[config.mk]
export PLATFORM = sky130hd
export DESIGN_NAME = axi3_addr_arb
export DESIGN_NICKNAME = d
export VERILOG_FILES = /design/src/rtl/axi_arb_pkg.sv /design/src/rtl/axi3_addr_arb_pick.sv /design/src/rtl/axi3_addr_arb.sv
export SDC_FILE = /design/constraint.sdc
export NUM_CORES = 1
export LEC_CHECK = 0
export CAP_MARGIN = 20
export CORE_MARGIN = 2
export CORE_UTILIZATION = 35
export DETAILED_ROUTE_END_ITERATION = 8
export GPL_TIMING_DRIVEN = 0
export PLACE_DENSITY = 0.77
export SYNTH_ARGS = -nofsm -noshare
export SYNTH_HDL_FRONTEND = slang
export SYNTH_SLANG_ARGS = --single-unit
export TNS_END_PERCENT = 5
[constraint.sdc]
create_clock -name clk -period 4.5 [get_ports clk]
set_input_delay 0.9 -clock clk [delete_from_list [all_inputs] [get_ports clk]]
set_output_delay 0.9 -clock clk [all_outputs]
set_load 0.05 [all_outputs]
[src/rtl/axi_arb_pkg.sv]
// Shared types and constants for the three-port AXI3 address-channel arbiter.
// Both the top level and the winner-select block import this package.
package axi_arb_pkg;

    localparam int NUM_PORTS = 3;
    localparam int WEIGHT_W  = 16;
    localparam int IDX_W     = 2;

    typedef enum logic [1:0] {
        ARB_FIXED = 2'd0,
        ARB_RR    = 2'd1,
        ARB_WRR   = 2'd2,
        ARB_RSVD  = 2'd3
    } arb_mode_e;

    typedef enum logic {
        SLOT_EMPTY = 1'b0,
        SLOT_FULL  = 1'b1
    } slot_state_e;

    // Port index increment modulo NUM_PORTS; out-of-range indices fold to port 0.
    function automatic logic [IDX_W-1:0] next_port(input logic [IDX_W-1:0] idx);
        return (idx >= 2'd2) ? 2'd0 : idx + 2'd1;
    endfunction

    function automatic logic [NUM_PORTS-1:0] port_onehot(input logic [IDX_W-1:0] idx);
        return NUM_PORTS'(3'b001 << idx);
    endfunction

    // A programmed weight of zero still allows one grant per turn.
    function automatic logic [WEIGHT_W-1:0] eff_quota(input logic [WEIGHT_W-1:0] w);
        return (w == '0) ? WEIGHT_W'(1) : w;
    endfunction

endpackage

[src/rtl/axi3_addr_arb_pick.sv]
// Combinational winner select for three ports: fixed priority, round robin,
// or weighted round robin where the current owner may continue its burst.
module arb3_pick
    import axi_arb_pkg::*;
(
    input  logic [NUM_PORTS-1:0] eligible,
    input  logic [IDX_W-1:0]     start,
    input  arb_mode_e            mode,
    input  logic [IDX_W-1:0]     owner,
    input  logic [WEIGHT_W-1:0]  burst_cnt,
    input  logic [WEIGHT_W-1:0]  owner_quota,
    output logic [NUM_PORTS-1:0] grant,
    output logic                 keep
);

    logic [IDX_W-1:0] idx;
    logic             found;
    logic             owner_req;

    always_comb begin
        grant     = '0;
        keep      = 1'b0;
        idx       = start;
        found     = 1'b0;
        owner_req = |(eligible & port_onehot(owner));

        case (mode)
            ARB_RR, ARB_WRR: begin
                // burst_cnt == 0 means no burst is in progress (after reset or a mode change)
                if (mode == ARB_WRR && burst_cnt != '0 && burst_cnt < owner_quota && owner_req) begin
                    keep  = 1'b1;
                    grant = port_onehot(owner);
                end else begin
                    for (int k = 0; k < NUM_PORTS; k++) begin
                        if (!found && |(eligible & port_onehot(idx))) begin
                            grant = port_onehot(idx);
                            found = 1'b1;
                        end
                        idx = next_port(idx);
                    end
                end
            end
            default: begin
                if (eligible[0])      grant = 3'b001;
                else if (eligible[1]) grant = 3'b010;
                else if (eligible[2]) grant = 3'b100;
            end
        endcase
    end

endmodule

[src/rtl/axi3_addr_arb.sv]
// Three-port address-channel arbiter with a single registered output slot.
// One instance serves one channel; AW and AR each get their own instance.
module axi3_addr_arb
    import axi_arb_pkg::*;
#(
    parameter int PW = 64
) (
    input  logic                    clk,
    input  logic                    rst,
    input  logic                    arb_en,
    input  logic [1:0]              arb_mode,
    input  logic [WEIGHT_W-1:0]     weight_setting0,
    input  logic [WEIGHT_W-1:0]     weight_setting1,
    input  logic [WEIGHT_W-1:0]     weight_setting2,
    input  logic [NUM_PORTS-1:0]    in_valid,
    output logic [NUM_PORTS-1:0]    in_ready,
    input  logic [NUM_PORTS*PW-1:0] in_payload,
    output logic                    out_valid,
    input  logic                    out_ready,
    output logic [PW-1:0]           out_payload,
    output logic [IDX_W-1:0]        out_src
);

    // state      | meaning
    // SLOT_EMPTY | output slot holds nothing, out_valid low
    // SLOT_FULL  | output slot holds a payload, out_valid high

    arb_mode_e            mode;
    arb_mode_e            mode_q;
    slot_state_e          state_q;
    slot_state_e          state_d;
    logic [IDX_W-1:0]     last_grant;
    logic [IDX_W-1:0]     win;
    logic [WEIGHT_W-1:0]  burst_cnt;
    logic [WEIGHT_W-1:0]  burst_d;
    logic [WEIGHT_W-1:0]  owner_quota;
    logic [NUM_PORTS-1:0] eligible;
    logic [NUM_PORTS-1:0] pick;
    logic [NUM_PORTS-1:0] grant;
    logic                 keep;
    logic                 slot_free;
    logic                 take;

    assign mode      = arb_mode_e'(arb_mode);
    assign eligible  = arb_en ? in_valid : {{(NUM_PORTS-1){1'b0}}, in_valid[0]};
    assign slot_free = (state_q == SLOT_EMPTY) || out_ready;

    always_comb begin
        owner_quota = eff_quota(weight_setting2);
        case (last_grant)
            2'd0:    owner_quota = eff_quota(weight_setting0);
            2'd1:    owner_quota = eff_quota(weight_setting1);
            default: owner_quota = eff_quota(weight_setting2);
        endcase
    end

    arb3_pick u_pick (
        .eligible    (eligible),
        .start       (next_port(last_grant)),
        .mode        (mode),
        .owner       (last_grant),
        .burst_cnt   (burst_cnt),
        .owner_quota (owner_quota),
        .grant       (pick),
        .keep        (keep)
    );

    assign grant    = (slot_free && !rst) ? pick : '0;
    assign take     = |grant;
    assign in_ready = grant;

    always_comb begin
        win = 2'd0;
        case (grant)
            3'b010:  win = 2'd1;
            3'b100:  win = 2'd2;
            default: win = 2'd0;
        endcase
    end

    always_comb begin
        state_d = state_q;
        case (state_q)
            SLOT_EMPTY: if (take) state_d = SLOT_FULL;
            SLOT_FULL:  if (out_ready) state_d = take ? SLOT_FULL : SLOT_EMPTY;
        endcase
    end

    // A forced reselection in WRR starts a fresh burst even if the same port wins again.
    always_comb begin
        burst_d = burst_cnt;
        if (mode != mode_q) begin
            burst_d = '0;
        end else if (take) begin
            if (keep || (mode != ARB_WRR && win == last_grant))
                burst_d = (burst_cnt == '1) ? burst_cnt : burst_cnt + WEIGHT_W'(1);
            else
                burst_d = WEIGHT_W'(1);
        end
    end

    assign out_valid = (state_q == SLOT_FULL);

    // mode_q tracks the live mode through reset so that leaving reset is not seen as a mode change.
    always_ff @(posedge clk) begin
        if (rst) begin
            state_q     <= SLOT_EMPTY;
            out_payload <= '0;
            out_src     <= '0;
            last_grant  <= 2'd2;
            burst_cnt   <= '0;
            mode_q      <= mode;
        end else begin
            state_q   <= state_d;
            mode_q    <= mode;
            burst_cnt <= burst_d;
            if (take) begin
                out_payload <= in_payload[win*PW +: PW];
                out_src     <= win;
                last_grant  <= win;
            end
        end
    end

endmodule

==> impl_metrics.yaml <==
synthesis:
  synth.mux.area_fraction: 0.147
  synth-simple-area-share: 0.239
  yosysSeqAreaShare: 0.305
  synth-edff-count: 0
  synth_compound_area_frac: 0.209
  synth-seq-cells: 86
  synth_top_family_by_area: "simple AND/OR/NAND/NOR gates"
  synth_cell_type_count: 58
  synth-xor-area-share: 0.00466
  synth_ff_type: "dfxtp_1"
  syn_nets: 1000
  syn_avg_cell_area_um2: 7.70
  syn-cell-area_um2: 5640
  synth_cells: 733
  yosysWarnings: 0
  synth-adder-area-share: 0.0399
  postSynth.asyncResetShare: 0
timing:
  final-hold-violation-count: 0
  tns_ns: 0
  fmax_mhz: 226
  timing.final.crit_share: 0.984
  finalClockSkew_ns: 0.0117
  fin_crit_ns: 4.43
  finalMaxSlewViolations: 0
  final-setup-viol-count: 0
  worst_pin_slew_ns: 0.635
  rsz0062_at_grt: "true"
  slew_headroom: 0.575
setup_path:
  cp.buffers_inverters: 4
  crit_path_frequent_cell: "buf_8"
  cp_slowest_cell: "a2111oi_4"
  cp-end-kind: "output pin"
  worstPathCellList: "clkdlybuf4s50_1, a21oi_1, ha_1, nand2_1, o21ai_2, a2111oi_4, nand3_2, o211a_1, a211oi_4, buf_8, buf_8, buf_8"
  critPathLaunchType: "input port"
  cp_max_fo: 10
  required_ns: 3.60
  max_stage_delay_ns: 0.48
  criticalPathCategory: "input port to output pin"
  cp_top_family: "compound AO/OA/AOI/OAI gates"
  cp.arrival_ns: 3.53
grt:
  grt_max_degree: 14
  overflow: 0
  grt_pass1_vias: 6400
  antenna_found_initial: 0
  grt_pass1_wl_um: 33700
  grt.total_usage: 0.254
power_and_ir_drop:
  power_per_cell_area_nw_per_um2: 319
  clockPowerShare: 0.246
  p_comb_frac: 0.449
  p_switching_mw: 1.19
  seq_power_share: 0.305
  swShare: 0.387
  p_leak_nw: 3.59
  p_int_mw: 1.88
  ir_drop_v: 0.000179
detailed_routing:
  drtPass1Iterations: 5
  vias: 6792
  drc: 0
  wirelength_um: 23000
  routedWlPerCell_um: 17.8
  drt-initial-drc-count: 340
  detail-route-antenna-nets: 0
  viasPerCell: 5.25
placed_design:
  place_hpwl_um: 18400
  place_area_um2: 9080
  place.gp.congestion: 0.937
  portBuffers: 316
status:
  status: "complete, no violations"
floorplanning:
  die_h_um: 131
  row_count: 46
  initial_utilization: 0.357
  num_io_pins: 319
  design.core.area_um2: 15800
  dieArea_um2: 17200
  die_w_um: 131
layout:
  area_delta_synth_final_pct: 70.6
  antennaDiodeCount: 0
  final_cell_area_um2: 9620
  drive_gt1_frac: 0.0965
  final_nets: 1341
clock_tree:
  cts-buffers-inserted: 9
  clock_latency_ns: 0.35
  cts_tree: "done"
  clkTransAtPathRegs_ns: 0.07
  cts_hold_buf: 0
  h-tree-depth: 3
  clock-sinks: 86
  clock_path_buffers: 2
  clockRootBuffer: "clkbuf_16"
flow_run:
  max_cap_violations: 0
min_path:
  hold_path.class: "register to register"
==> worst register-to-register path: cells and delay by family (launching register included) <==
| kind | cells | cell delay (ns) |
|---|---|---|
| fa+ha+maj | 1 | 0.32 |
| flops | 1 | 0.37 |
| compound gates | 7 | 1.47 |
| buf+inv | 6 | 1.53 |
| simple gates | 3 | 0.48 |
==> layout by cell type (no fill, tap or decap), types with 8 or more instances in the layout <==
cell             synthesis  routed
clkbuf_16                0      10
nor4_1                   9       9
clkbuf_2                 0       9
ha_1                    18      16
buf_2                    8       8
o21ai_0                 80      75
nor3_1                  12      11
clkbuf_1                26      21
nand3_1                 77      76
a21oi_1                101      94
dfxtp_1                 86      84
nor2_1                  94      94
clkdlybuf4s50_1          0     282
buf_1                   11       9
mux2i_1                 83      83
buf_4                    5      23
nand2_1                 25      24
dlygate4sd2_1            0      21
nand4_1                  9       9
==> per-stage QoR <==
step / total power [mW] / setup WS [ns] / instances / utilization / hold slack, ns
after floorplan: 1.70 / 0.0160 / 733 / - / 0.481
after global placement: 2.28 / -1.84 / 1265 / 0.574 / 0.453
after detailed placement: 2.30 / -1.81 / 1265 / 0.574 / 0.460
after CTS: 3.07 / 0.00234 / 1290 / 0.607 / 0.473
after global routing: 3.20 / -0.0857 / 1294 / 0.608 / 0.496
final: 3.07 / 0.0731 / 1294 / 0.608 / 0.472
==> power by group through the flow <==
stage	Clock [mW]	Sequential, mW	Combinational [mW]
finish	0.754	0.935	1.38
global placement	0	0.944	1.34
floorplan	0	1.31	0.388
CTS	0.761	0.934	1.37
global route	0.790	0.947	1.46
detailed placement	0	0.949	1.35
==> cell usage after synthesis, types with 2 or more instances <==
library cell | number | area (um^2)
or3b_1 | 2 | 17.5
and2_1 | 2 | 12.5
nand2_1 | 25 | 93.8
a21o_1 | 2 | 15.0
clkinv_1 | 2 | 7.51
or2_2 | 4 | 25.0
and4_1 | 4 | 35.0
inv_1 | 6 | 22.5
a31oi_1 | 2 | 12.5
nor2b_1 | 3 | 18.8
mux2i_1 | 83 | 831
xnor2_1 | 3 | 26.3
nor2_1 | 94 | 353
nor4b_1 | 3 | 26.3
nand3_1 | 77 | 385
clkbuf_1 | 26 | 97.6
buf_2 | 8 | 40.0
a41oi_1 | 3 | 26.3
or3_1 | 7 | 43.8
a21o_2 | 2 | 17.5
a211oi_1 | 2 | 15.0
dfxtp_1 | 86 | 1720
buf_4 | 5 | 37.5
and3_1 | 4 | 25.0
nor4_2 | 3 | 37.5
nand2b_1 | 4 | 25.0
ha_1 | 18 | 225
nor3_1 | 12 | 60.1
nor4_1 | 9 | 56.3
buf_1 | 11 | 41.3
nand4_1 | 9 | 56.3
nand3b_1 | 2 | 15.0
o21ai_0 | 80 | 400
a21oi_1 | 101 | 505
buf_6 | 5 | 56.3
a21boi_0 | 2 | 15.0
==> final timing paths <==
check,startpoint,end,slack (ns),depth (start not counted)
setup / recovery,weight_setting2[10],in_ready[1],0.07,12
hold / removal,out_payload[3],out_payload[3],0.47,2
setup reg to reg,last_grant[1],out_payload[7],0.26,17
hold reg to reg,out_payload[3],out_payload[3],0.47,2
==> routing by layer <==
| layer | GRT usage | wire length, um | share of wire | up-vias |
|---|---|---|---|---|
| met4 | 0.0713 | 405 | 0.018 | 0 |
| met1 | 0.320 | 9800 | 0.43 | 3172 |
| met3 | 0.0358 | 1270 | 0.055 | 24 |
| met5 | 0 | 0 | 0 | - |
| met2 | 0.454 | 11500 | 0.50 | 238 |
| li1 | - | - | - | 3358 |
==> state kept, by name, indices dropped and copies added, names as in the netlist <==
name and count:
burst_cnt 16, last_grant 1, mode_q 2, out_payload 64, out_src 2, out_valid 1
==> timing repair <==
item | in CTS | in global routing
setup endpoints to repair | 80 | 69
gates resized for setup | 118 | 29
setup buffers | 11 | 6
pin swaps | 32 | 22
cloned | 0 | 0
==> cell type report <==
cell class,count,area [um^2]
Timing Repair Buffer,333,3240
Clock inverter,3,43.8
Sequential cell,86,1730
Clock buffer,12,246
Multi-Input combinational cell,583,3730
Inverter,8,35.0
Buffer,53,330
Tap cell,216,270
Fill cell,1455,6200
==> kinds of logic (layout without fill, tap and decap cells) <==
logic type,Yosys count,count (layout)
mux,83,83
simple gates,270,270
xor+xnor,3,3
compound gates,209,209
flops,86,86
fa+ha+maj,18,18
buf+inv,64,409
(Power assumes the default switching activity.)
